--- src/rtl/instr_fetch.sv ---
// Instruction fetch: two byte reads per 16-bit big-endian instruction, presented over valid/ready.
// Optional FETCH_ALIGN_CHK_EN: a misaligned redirect faults instead of being silently aligned.
module instr_fetch #(
  parameter int                ADDR_W   = 11,
  parameter int                MEM_W    = 8,
  parameter logic [ADDR_W-1:0] RESET_PC = '0
) (
  input  logic                 clock,
  input  logic                 nrst,
  output logic                 mem_rd,
  output logic [ADDR_W-1:0]    mem_addr,
  input  logic [MEM_W-1:0]     mem_rdata,
  output logic                 out_valid,
  input  logic                 out_ready,
  output logic [2*MEM_W-1:0]   out_instr,
  output logic [ADDR_W-1:0]    out_pc,
  input  logic                 redirect,
  input  logic [ADDR_W-1:0]    redirect_pc,
  output logic                 fault
);

  localparam logic [ADDR_W-1:0] ONE = ADDR_W'(1);
  localparam logic [ADDR_W-1:0] TWO = ADDR_W'(2);

  typedef enum logic [2:0] {
    IDLE,
    REQ_HI,
    REQ_LO,
    CAPT,
    VALID
`ifdef FETCH_ALIGN_CHK_EN
    , FAULT
`endif
  } state_t;

  state_t               state, state_nxt;
  logic [ADDR_W-1:0]    pc;
  logic [MEM_W-1:0]     hi;
  logic [ADDR_W-1:0]    tgt;
  logic                 misalign;
  logic                 take;

`ifdef FETCH_ALIGN_CHK_EN
  assign tgt      = redirect_pc;
  assign misalign = redirect_pc[0];
`else
  assign tgt      = redirect_pc & ~ONE;
  assign misalign = 1'b0;
  assign fault    = 1'b0;
`endif

  assign take = out_valid & out_ready;

  always_ff @(posedge clock or negedge nrst) begin
    if (!nrst) state <= IDLE;
    else       state <= state_nxt;
  end

  always_comb begin
    state_nxt = state;
    mem_rd    = 1'b0;
    mem_addr  = '0;
    case (state)
      IDLE:   state_nxt = REQ_HI;
      REQ_HI: begin
        mem_rd    = 1'b1;
        mem_addr  = pc;
        state_nxt = REQ_LO;
      end
      REQ_LO: begin
        mem_rd    = 1'b1;
        mem_addr  = pc + ONE;
        state_nxt = CAPT;
      end
      CAPT:   state_nxt = VALID;
      VALID:  if (take) state_nxt = REQ_HI;
`ifdef FETCH_ALIGN_CHK_EN
      FAULT:  state_nxt = FAULT;
`endif
      default: state_nxt = IDLE;
    endcase
`ifdef FETCH_ALIGN_CHK_EN
    if (redirect) state_nxt = misalign ? FAULT : REQ_HI;
`else
    if (redirect) state_nxt = REQ_HI;
`endif
  end

  // A redirect overrides every datapath update, so in-flight bytes never reach out_valid.
  always_ff @(posedge clock or negedge nrst) begin
    if (!nrst) begin
      pc        <= RESET_PC;
      hi        <= '0;
      out_valid <= 1'b0;
      out_instr <= '0;
      out_pc    <= '0;
`ifdef FETCH_ALIGN_CHK_EN
      fault     <= 1'b0;
`endif
    end else if (redirect) begin
      out_valid <= 1'b0;
`ifdef FETCH_ALIGN_CHK_EN
      if (misalign) begin
        fault <= 1'b1;
      end else begin
        fault <= 1'b0;
        pc    <= tgt;
      end
`else
      pc        <= tgt;
`endif
    end else begin
      case (state)
        REQ_LO: hi <= mem_rdata;
        CAPT: begin
          out_instr <= {hi, mem_rdata};
          out_pc    <= pc;
          out_valid <= 1'b1;
        end
        VALID: begin
          if (take) begin
            out_valid <= 1'b0;
            pc        <= pc + TWO;
          end
        end
        default: ;
      endcase
    end
  end

endmodule
--- config.mk ---
export PLATFORM = sky130hd
export DESIGN_NAME = instr_fetch
export DESIGN_NICKNAME = d
export VERILOG_FILES = /design/src/rtl/instr_fetch.sv
export SDC_FILE = /design/constraint.sdc
export NUM_CORES = 1
export LEC_CHECK = 0
export ABC_AREA = 1
export ABC_CLOCK_PERIOD_IN_PS = 1800
export CAP_MARGIN = 0
export CORE_MARGIN = 4
export CORE_UTILIZATION = 47
export CTS_CLUSTER_SIZE = 30
export DETAILED_ROUTE_END_ITERATION = 10
export GPL_TIMING_DRIVEN = 1
export PLACE_DENSITY = 0.87
export RECOVER_POWER = 50
export SYNTH_ARGS = -nofsm -noshare
export SYNTH_HDL_FRONTEND = slang
export SYNTH_SLANG_ARGS = --single-unit
--- constraint.sdc ---
create_clock -name clock -period 1.8 [get_ports clock]
set_input_delay 0.27 -clock clock [delete_from_list [all_inputs] [get_ports clock]]
set_output_delay 0.27 -clock clock [all_outputs]
set_load 0.005 [all_outputs]
== Word-level counts from Yosys, hierarchy flattened ==
Cells that the tools add are included.
W data, S select, Z words.
Storage, ports and cells
  bits in registers: 50
  output and inout bits: 41
  word-level logic and storage cells: 35
Operators by class
  add/sub/neg operators: 2
  eq/ne operators: 5
  multiplexer cells: 11
  bitwise logic cells: 2
  reductions and logical operators: 9
Operator list (count)
  $mux W11: 3
  $pmux W11 S2: 1
  $pmux W3 S5: 1
  $add A11 B1 Y11 const B: 1
  $add A11 B2 Y11 const B: 1
  $reduce_and A2 Y1: 4
  $eq A3 B2 Y1 const B: 2
  $mux W3: 2
  $reduce_bool A2 Y1: 2
  $eq A3 B1 Y1 const B: 1
  $eq A3 B3 Y1 const B: 1
  $logic_not A3 Y1: 1
  $mux W1: 3
  $ne A3 B3 Y1 const B: 1
  $reduce_bool A3 Y1: 1
  $pmux W1 S2: 1
  $reduce_or A2 Y1: 1
  $and A1 B1 Y1: 1
  $not A1 Y1: 1

== Depth between registers and ports, before layout ==
Gate-level depths: netlist of run 1.
  word-level depth: 4
  depth in mapped cells: 8
  depth with buffers taken out: 8

== Worst setup path before layout of run 1 ==
No wires, ideal clock.
  path type: reg-to-reg
  start point: register state[2]
  end point: register out_instr[5]
  data arrival time: 1168 ps
  slack: 515 ps
  stages on the path, launching flop included: 6
  cell sequence: dfrtp_1 > nor3_4 > nand2_4 > buf_6 > nand2_1 > o21ai_2
On the way
  longest elaborated chain between the ends: 2
RTL lines
  start, declared: line 36  | state_t state, state_nxt;
  start signal, assigned: line 56  | else state <= state_nxt;
  $eq A3 B2 Y1: line 113  | case (state)
  $reduce_and A2 Y1 (no line)
  end signal, assigned: line 116  | out_instr <= {hi, mem_rdata};
  end, declared: line 15  | output logic [2*MEM_W-1:0] out_instr,
No other way between the ends.
A chain may end at the register's enable or synchronous reset.

== Worst setup path after layout of run 1 ==
  start point: register state[0]
  end point: output port mem_addr[10]
On the way
  longest elaborated chain between the ends: 2
RTL lines
  $eq A3 B2 Y1 / $eq A3 B1 Y1 (equally long branches): line 63  | case (state)
  $pmux W11 S2 (*): line 63
  end, declared: line 11  | output logic [ADDR_W-1:0] mem_addr,
Mark *: on every way between the ends. The rest lies on a longest branch, timed or not.

==> results of run 1 <==
==> per-stage QoR <==
stage,instances,total power (µW),setup WS [ns]
3_5_place_dp,400,2831,-0.01153
3_3_place_gp,400,2781,0.08225
2_1_floorplan,274,2100,0.5148
5_1_grt,420,3907,-0.1574
4_1_cts,420,3740,-0.1693
6_report,420,3675,-0.1003
==> registers in the layout, indices dropped and copies added (netlist names) <==
name and flops:
hi 8, out_instr 16, out_pc 10, out_valid 1, pc 10, state 3
==> where the power goes <==
group          leakage [µW]  internal, µW  switching, µW
Combinational      0.000961           713            553
Sequential         0.000604          1400            188
Clock             0.0000614           455            366
Total               0.00163          2570           1110
==> final cells by class <==
class / instances / area [µm²] / area share [%]
clock buffer: 6 / 82.58 / 2.578
clock inverter: 2 / 38.79 / 1.211
inverter: 28 / 108.9 / 3.398
sequential: 48 / 1201 / 37.50
timing repair buffer: 82 / 742.0 / 23.16
multi-input combinational: 186 / 938.4 / 29.30
timing repair inverter: 1 / 7.507 / 0.2344
tap: 67 / 83.83 / 2.617
==> per-layer routing <==
layer | global-route usage, % | up-vias | part of all wire, %
li1 | - | 1011 | -
met1 | 25.45 | 986 | 42
met2 | 32.53 | 58 | 51
met3 | 3.712 | 7 | 5.3
met4 | 7.473 | 0 | 1.7
met5 | 0 | - | 0
==> repair_timing <==
action | 4_1_cts | 5_1_grt
resized for setup | 47 | 17
buffers inserted | 11 | 1
endpoints found under the setup margin | 10 | 18
pin swaps | 8 | 4
gates cloned | 1 | 0
==> cell usage in the layout (no fill, tap or decap), types with 6 or more instances in the layout <==
cell             Yosys  layout
nand3_1             23      21
buf_4                2      15
dfrtp_1             48      48
dlygate4sd3_1        0      10
clkdlybuf4s50_1      0      37
nand2_1             84      83
clkbuf_8             0       6
o21ai_0             16      16
buf_2                5       8
o21ai_2             18      18
nor2_1              32      25
inv_1               26      24
==> worst max-delay path by stage <==
stage / start / endpoint / cells after the start
6_report: state[0] / mem_addr[10] / 7
5_1_grt: state[0] / mem_addr[10] / 7
4_1_cts: state[2] / mem_addr[7] / 7
3_5_place_dp: state[2] / mem_addr[10] / 6
3_3_place_gp: state[2] / mem_addr[2] / 6
2_1_floorplan: state[2] / out_instr[5] / 5
==> kinds of logic after synthesis <==
| kind of cell | synth area share, % |
|---|---|
| simple gates | 25.92 |
| flops | 52.72 |
| buf+inv | 8.511 |
| compound gates | 11.75 |
| xor+xnor | 0.3845 |
| fa+ha+maj | 0.5491 |
| other cells | 0.1646 |
==> flow_summary.yaml, run 1 <==
run_status:
  status: "finished, violations left"
  violations: "setup timing"
critical_path:
  r2r-start: "state[0]"
  start_kind: "register"
  critPathCaptureType: "primary output"
  ff2ff_path_depth: 8
  slowest_delay_ns: 0.43
  path_max_fanout: 5
  cp_top_family: "buffers and inverters"
  cp.arrival_ns: 1.63
  cp_slowest_cell: "dfrtp_1"
  path_cells: "inv_2 > nand3_4 > nand2_4 > clkinvlp_4 > buf_4 > nor2_2 > buf_2"
  r2r-end: "out_instr[1]"
  crit_required_ns: 1.53
  reg2reg_setup_slack_ns: 0.04
  path_buf_inv: 4
  worst-setup-path-type: "reg -> out"
placed_design:
  gp_congestion: 0.8312
  place_hpwl_mm: 3.808
  dpl_cell_area_um2: 2968
  io_buffers: 60
route:
  num_vias: 2062
  wl_mm: 5.569
  wl_per_cell_um: 13.26
  drt_first_pass_iters: 4
  vias_per_cell: 4.910
  drc: 0
  ant_nets: 0
  drt-initial-drc-count: 121
grt:
  grt_pass1_vias: 1989
  antenna_found_initial: 0
  grt_util_all_layers_pct: 19.64
  grt_max_degree: 49
  grt_pass1_wl_mm: 9.349
  grt_remaining_overflow: 0
layout:
  fillers: 381
  drive_above_1_share_pct: 21.53
  final_nets: 376
  design_area_um2: 3203
  fin_util_pct: 67.81
  antenna_cells: 0
  syn2layout_area_growth_pct: 40.58
sta:
  whs_ns: 0.2700
  finalSetupTns_ns: -0.5146
  finalHoldViolations: 0
  worst_slack_ns: -0.1003
  slew_headroom_pct: 23.40
  worst_slew_pin_slew_ns: 1.149
  slew_violations: 0
  fmax_mhz: 526.2
  worst_clock_skew_ns: 0.007129
  period_needed_ns: 1.900
  rsz0062_at_grt: "yes"
  fin_crit_sh_pct: 105.6
  setup_viol: 8
clock_network:
  path_clk_slew_ns: 0.09
  cts_tree: "done"
  clock_latency_ns: 0.30
  cts_hold_buf: 0
  cts_sinks: 48
  htree_levels: 2
  cts-root-buf: "clkbuf_8"
  cts.path.max_buffers: 2
  cts_buffers: 5
synth:
  synth.most_common_cell: "nand2_1"
  synth.ff_latch_count: 48
  syn_area_um2: 2278
  synth_seq_area_share_pct: 52.72
  synth_common_cells: "nand2_1, dfrtp_1, nor2_1, inv_1, nand3_1"
  async_flop_share_pct: 100.0
  synth_edf_count: 0
  yosys-top-cells-area: "dfrtp_1, nand2_1, o21ai_2"
  synth.avg_cell_area_um2: 8.346
  yosysTopAreaCell: "dfrtp_1"
  yosys_warnings: 0
  synth_top_area_share_pct: 52.72
  synthCells: 273
  ys_types: 23
  ys.flop_type: "dfrtp_1"
hold_path:
  hold_class: "in -> async"
floorplanning:
  core_area_um2: 4723
  die_x_um: 77.63
  ioPinCount: 64
  die_h_um: 77.63
  die-area_um2: 6026
  start_util_pct: 48.24
  num_rows: 25
pwr:
  power.leakage_uw: 0.001627
  powerDensity_nw_per_um2: 1147
  ir_worst_vdd_mv: 0.5380
job:
  drv_cap: 0
Note: power is estimated with default switching activity, not from simulation.
==> inputs of run 2 (changes only) <==
- CORE_UTILIZATION: 47 -> 49
- CTS_BUF_LIST: unset -> sky130_fd_sc_hd__clkbuf_8
- PLACE_DENSITY: 0.87 -> 0.9
- TNS_END_PERCENT: unset -> 30
==> run 2 against run 1 <==
Design area decreased by 1.1%. Maximum frequency is 7.9% higher. Clock skew shrank 0.0011 ns. The flow now finishes without violations. Critical path type unchanged. Utilization rose by 3.9 points. First-iteration DRC count rose by 15%. Non-clock buffer count down 3. Combinational power barely moved. Largest power group unchanged. Sequential share of layout area grew 0.43 points. Setup slack improved by 0.14 ns. Clock-buffer cell count shrank 1. Sequential cell count is the same. Routed wire length is 1.1% higher.
==> flow_summary.yaml, run 2 (synthesized netlist as in run 1, its figures left out) <==
route:
  drc: 0
  wl_mm: 5.630
  drt_first_pass_iters: 4
  vias_per_cell: 5.165
  ant_nets: 0
  num_vias: 2071
  wl_per_cell_um: 14.04
  drt-initial-drc-count: 139
layout:
  fillers: 337
  design_area_um2: 3167
  final_nets: 372
  syn2layout_area_growth_pct: 38.99
  stdcell_count: 401
  final_cell_mix: "nand2_1, dfrtp_1, clkdlybuf4s50_1"
  top_regs: "out_instr x16, out_pc x10, pc x10"
  final_common_cell: "nand2_1"
  antenna_cells: 0
  multi_input_area_um2: 944.7
  drive_above_1_share_pct: 21.49
  largest_reg_flops: 16
  largest-register: "out_instr"
  seq_area_um2: 1201
floorplanning:
  die_h_um: 76.19
  die_x_um: 76.19
  core_area_um2: 4414
  die-area_um2: 5805
  num_rows: 24
  start_util_pct: 51.62
  ioPinCount: 64
critical_path:
  startpoint: "state[1]"
  worst-setup-path-type: "reg -> out"
  cp-endpoint: "mem_addr[3]"
  r2r-start: "state[2]"
  start_kind: "register"
  crit_required_ns: 1.53
  r2r-end: "pc[10]"
  path_max_fanout: 6
  critPathCaptureType: "primary output"
  ff2ff_path_depth: 9
  reg2reg_setup_slack_ns: 0.14
  cp.arrival_ns: 1.49
sta:
  fin_crit_sh_pct: 97.83
  period_needed_ns: 1.761
  setup_viol: 0
  worst_slack_ns: 0.03910
  worst_clock_skew_ns: 0.006041
  finalSetupTns_ns: 0
  slew_headroom_pct: 21.33
  finalHoldViolations: 0
  fmax_mhz: 567.9
  rsz0062_at_grt: "yes"
  slew_violations: 0
  worst_slew_pin_slew_ns: 1.180
clock_network:
  cts.path.max_buffers: 2
  clock_latency_ns: 0.30
  path_clk_slew_ns: 0.09
  cts-root-buf: "clkbuf_8"
  cts_buffers: 5
  htree_levels: 2
  cts_tree: "done"
  cts_sinks: 48
  cts_hold_buf: 0
grt:
  antenna_found_initial: 0
  grt_pass1_wl_mm: 9.418
  grt_pass1_vias: 1989
  grt_util_all_layers_pct: 19.82
  grt_max_degree: 49
  grt_remaining_overflow: 0
pwr:
  powerDensity_nw_per_um2: 1150
  power.leakage_uw: 0.001615
  post-layout-total-power_uw: 3642
  ir_worst_vdd_mv: 0.7658
placed_design:
  place_inst: 386
  dpl_cell_area_um2: 2969
  pre_cts_ws_ns: -0.02726
  io_buffers: 60
  gp_congestion: 0.7977
  place_hpwl_mm: 3.846
run_status:
  status: "completed"
hold_path:
  hold_class: "in -> async"
job:
  drv_cap: 0
-- run 2: cell types whose count changed in the layout (fill, tap and decap cells not counted), moves of 2 or more --
cell,change
nor2_2,+4
buf_6,-3
buf_12,+2
buf_4,-2
clkdlybuf4s50_1,+2
dlygate4sd3_1,-2
nor2_1,-2
nor2_4,-2
-- run 2: metal layers --
metal,up-vias,wire [µm],track usage (%)
li1,998,-,-
met1,973,2306,25.52
met2,85,2834,31.34
met3,15,347,5.201
met4,0,142,8.741
met5,-,0,0
-- run 2: cell type report --
| cell class | instances | share of cell area (%) |
|---|---|---|
| Tap cell | 52 | 2.055 |
| Timing Repair Buffer | 79 | 23.11 |
| Inverter | 28 | 3.437 |
| Sequential cell | 48 | 37.93 |
| Clock buffer | 5 | 2.173 |
| Clock inverter | 3 | 1.462 |
| Multi-Input combinational cell | 186 | 29.83 |
-- run 2: worst min path at each step --
stage / startpoint / to / slack [ns] / cells past startpoint
after floorplan: nrst / hi[0] / -0.03 / 0
after global placement: nrst / out_instr[2] / 0.40 / 2
after detailed placement: nrst / out_instr[2] / 0.40 / 2
after CTS: nrst / out_instr[5] / 0.07 / 2
after global routing: nrst / out_instr[5] / 0.39 / 2
final: nrst / out_instr[2] / 0.27 / 2
-- run 2: through the flow --
stage	util (%)	hold slack [ns]
5_1_grt	71.74	0.3942
3_5_place_dp	67.26	0.4049
3_3_place_gp	67.26	0.3981
2_1_floorplan	-	-0.02559
6_report	71.74	0.2727
4_1_cts	71.06	0.06961
-- run 2: worst max-delay path, cell delays in order (launching register included) --
cell	delay, ns
dfrtp_1	0.41
buf_6	0.13
nand3_4	0.08
nand2_4	0.09
clkinvlp_4	0.12
buf_12	0.16
nor2_1	0.08
buf_2	0.12
-- run 2: where the power goes --
| part | internal, µW | leakage [µW] | switching (µW) |
|---|---|---|---|
| sequential | 1400 | 0.000604 | 194 |
| clock | 419 | 0.0000548 | 374 |
| combinational | 706 | 0.000956 | 547 |
| total | 2530 | 0.00162 | 1110 |
-- run 2: repair_timing --
item / CTS / global route
setup buffers: 6 / 1
resized for setup: 36 / 26
pin swaps: 1 / 1
setup endpoints to repair: 10 / 17
hold endpoints to repair: 0 / 0
==> inputs of run 3 (changes only) <==
- ABC_AREA: 1 -> unset
==> run 3 against run 2 <==
The run now ends with setup timing left. Non-clock buffer count stayed put. Routed wire length fell by 10%. Register-to-register slack gained 0.02 ns. Setup slack got worse by 0.14 ns. Global-route usage is 1.2 points lower. Largest power group unchanged. Critical path depth unchanged. Via count fell by 23%. Final cell count is 25% lower.
==> flow_summary.yaml, run 3 <==
run_status:
  status: "finished, violations left"
  violations: "setup timing"
floorplanning:
  die-area_um2: 5622
  ioPinCount: 64
  die_x_um: 74.98
  core_area_um2: 4354
  start_util_pct: 50.49
  die_h_um: 74.98
  num_rows: 24
layout:
  fillers: 304
  drive_above_1_share_pct: 31.58
  largest_reg_flops: 16
  final_cell_mix: "dfrtp_1, clkdlybuf4s50_1, mux2_2"
  syn2layout_area_growth_pct: 41.43
  largest-register: "out_instr"
  top_regs: "out_instr x16, out_pc x10, pc x10"
  stdcell_count: 299
  antenna_cells: 0
  design_area_um2: 3109
  final_common_cell: "dfrtp_1"
  final_nets: 270
route:
  num_vias: 1586
  wl_per_cell_um: 16.87
  ant_nets: 0
  wl_met2_mm: 2.769
  met1_length_mm: 1.963
  drt_first_pass_iters: 4
  drc: 0
  drt-initial-drc-count: 65
  wl_mm: 5.045
  vias_per_cell: 5.304
  wl_met3_um: 254
  highest_layer: "met4"
grt:
  grt_pass1_vias: 1618
  antenna_found_initial: 0
  grt_util_all_layers_pct: 18.67
  grt_pass1_wl_mm: 7.734
  grt_max_degree: 27
  grt_remaining_overflow: 0
sta:
  fmax_mhz: 527.2
  fin_crit_sh_pct: 105.4
  slew_headroom_pct: 16.18
  setup_viol: 5
  finalHoldViolations: 0
  worst_slew_pin_slew_ns: 1.257
  period_needed_ns: 1.897
  slew_violations: 0
  worst_clock_skew_ns: 0.006166
  worst_slack_ns: -0.09669
  rsz0062_at_grt: "yes"
clock_network:
  cts_tree: "done"
  cts_buffers: 5
  clock_latency_ns: 0.30
  cts.path.max_buffers: 2
  cts-root-buf: "clkbuf_8"
  path_clk_slew_ns: 0.09
  cts_sinks: 48
  htree_levels: 2
critical_path:
  cp_slowest_cell: "dfrtp_1"
  r2r-start: "state[2]"
  slowest_delay_ns: 0.41
  start_kind: "register"
  r2r-end: "out_instr[0]"
  critPathCaptureType: "primary output"
  ff2ff_path_depth: 4
  path_max_fanout: 3
  path_cells: "xnor2_2 > nor2_4 > buf_6 > buf_6 > buf_6 > and2_4 > buf_6"
  reg2reg_setup_slack_ns: 0.16
  cp-endpoint: "mem_addr[8]"
  cp.arrival_ns: 1.63
  worst-setup-path-type: "reg -> out"
  cpMostUsedCell: "buf_6"
  crit_required_ns: 1.53
  startpoint: "state[0]"
synth:
  synth_top_area_share_pct: 54.64
  async_flop_share_pct: 100.0
  synth_seq_area_share_pct: 54.64
  synth.avg_cell_area_um2: 12.86
  synthCells: 171
  yosys_warnings: 0
  synth.ff_latch_count: 48
  yosys-top-cells-area: "dfrtp_1, mux2_2, and2_1"
  ys_types: 34
  yosysTopAreaCell: "dfrtp_1"
  ys.flop_type: "dfrtp_1"
  synth_common_cells: "dfrtp_1, mux2_2, nand2_1, and2_1, o21ai_0"
  synth_edf_count: 0
  synth.most_common_cell: "dfrtp_1"
  syn_area_um2: 2198
hold_path:
  hold_class: "reg -> reg"
placed_design:
  io_buffers: 60
  place_hpwl_mm: 3.406
  dpl_cell_area_um2: 2873
  gp_congestion: 0.8400
  place_inst: 281
  pre_cts_ws_ns: 0.04532
pwr:
  power.leakage_uw: 0.001356
  ir_worst_vdd_mv: 0.9768
  powerDensity_nw_per_um2: 1373
job:
  drv_cap: 0
## run 3: cell count changes after synthesis, moves of 18 or more
cell and change:
inv_1 -25, o21ai_2 -18, nand3_1 -21, mux2_2 +32
nor2_1 -29, nand2_1 -70
## run 3: power breakdown
group / leakage (µW) / internal, µW / switching (µW)
combinational: 0.000693 / 1040 / 461
sequential: 0.000585 / 1480 / 237
clock: 0.0000784 / 694 / 360
total: 0.00136 / 3210 / 1060
## run 3: timing repair
action,4_1_cts,5_1_grt
hold endpoints to repair,22,0
hold buffers,1,0
pin swaps,2,3
buffers inserted,6,2
cloned,1,0
resized for setup,52,6
setup endpoints to repair,12,12
## run 3: kinds of logic (layout without fill, tap and decap cells)
logic type      count (synthesis)  in the layout  share of synthesized area (%)
compound gates                 14             14                          3.529
xor+xnor                       10             10                          3.984
fa+ha+maj                       1              1                         0.5691
buf+inv                        13             88                          4.496
flops                          48             48                          54.64
mux                            36             36                          18.33
other cells                     1              2                         0.1706
simple gates                   48             48                          14.29
## run 3: final cells by class
class / count / area (µm²) / area share (%)
Clock buffer: 5 / 68.82 / 2.213
Clock inverter: 3 / 90.09 / 2.897
Inverter: 1 / 3.754 / 0.1207
Multi-Input combinational cell: 111 / 929.6 / 29.90
Sequential cell: 48 / 1201 / 38.63
Tap cell: 52 / 65.06 / 2.093
Timing Repair Buffer: 79 / 750.7 / 24.14
## run 3: critical path: cells and delay by family (launching register included)
family | cells | cell delay (ns)
xor gates and xnor gates | 1 | 0.24
DFF | 1 | 0.41
buffers and inverters | 4 | 0.47
and+or+nand+nor | 2 | 0.23
## run 3: worst min path at each step
stage,start,to,slack (ns),cells after the start
2_1_floorplan,nrst,hi[0],-0.03,0
4_1_cts,nrst,pc[3],0.49,2
3_3_place_gp,nrst,out_instr[0],0.27,1
6_report,out_pc[7],out_pc[7],0.49,1
5_1_grt,redirect_pc[10],pc[10],0.52,3
3_5_place_dp,nrst,out_instr[8],0.28,1
## run 3: stage by stage
step                util (%)  hold slack (ns)  total power, µW  setup TNS [ns]
CTS                    70.80           0.4915             4263         -0.2500
finish                 71.41           0.4887             4270         -0.2798
global placement       65.98           0.2724             3059               0
detailed placement     65.98           0.2813             3143               0
floorplan                  -         -0.02559             2238               0
global route           71.41           0.5210             4494         -0.9581
## run 3: layer usage
layer  GRT usage [%]  vias up
met5               0        -
met4           6.126        0
met3           5.607        6
met2           31.72       47
met1           22.67      793
li1                -      740
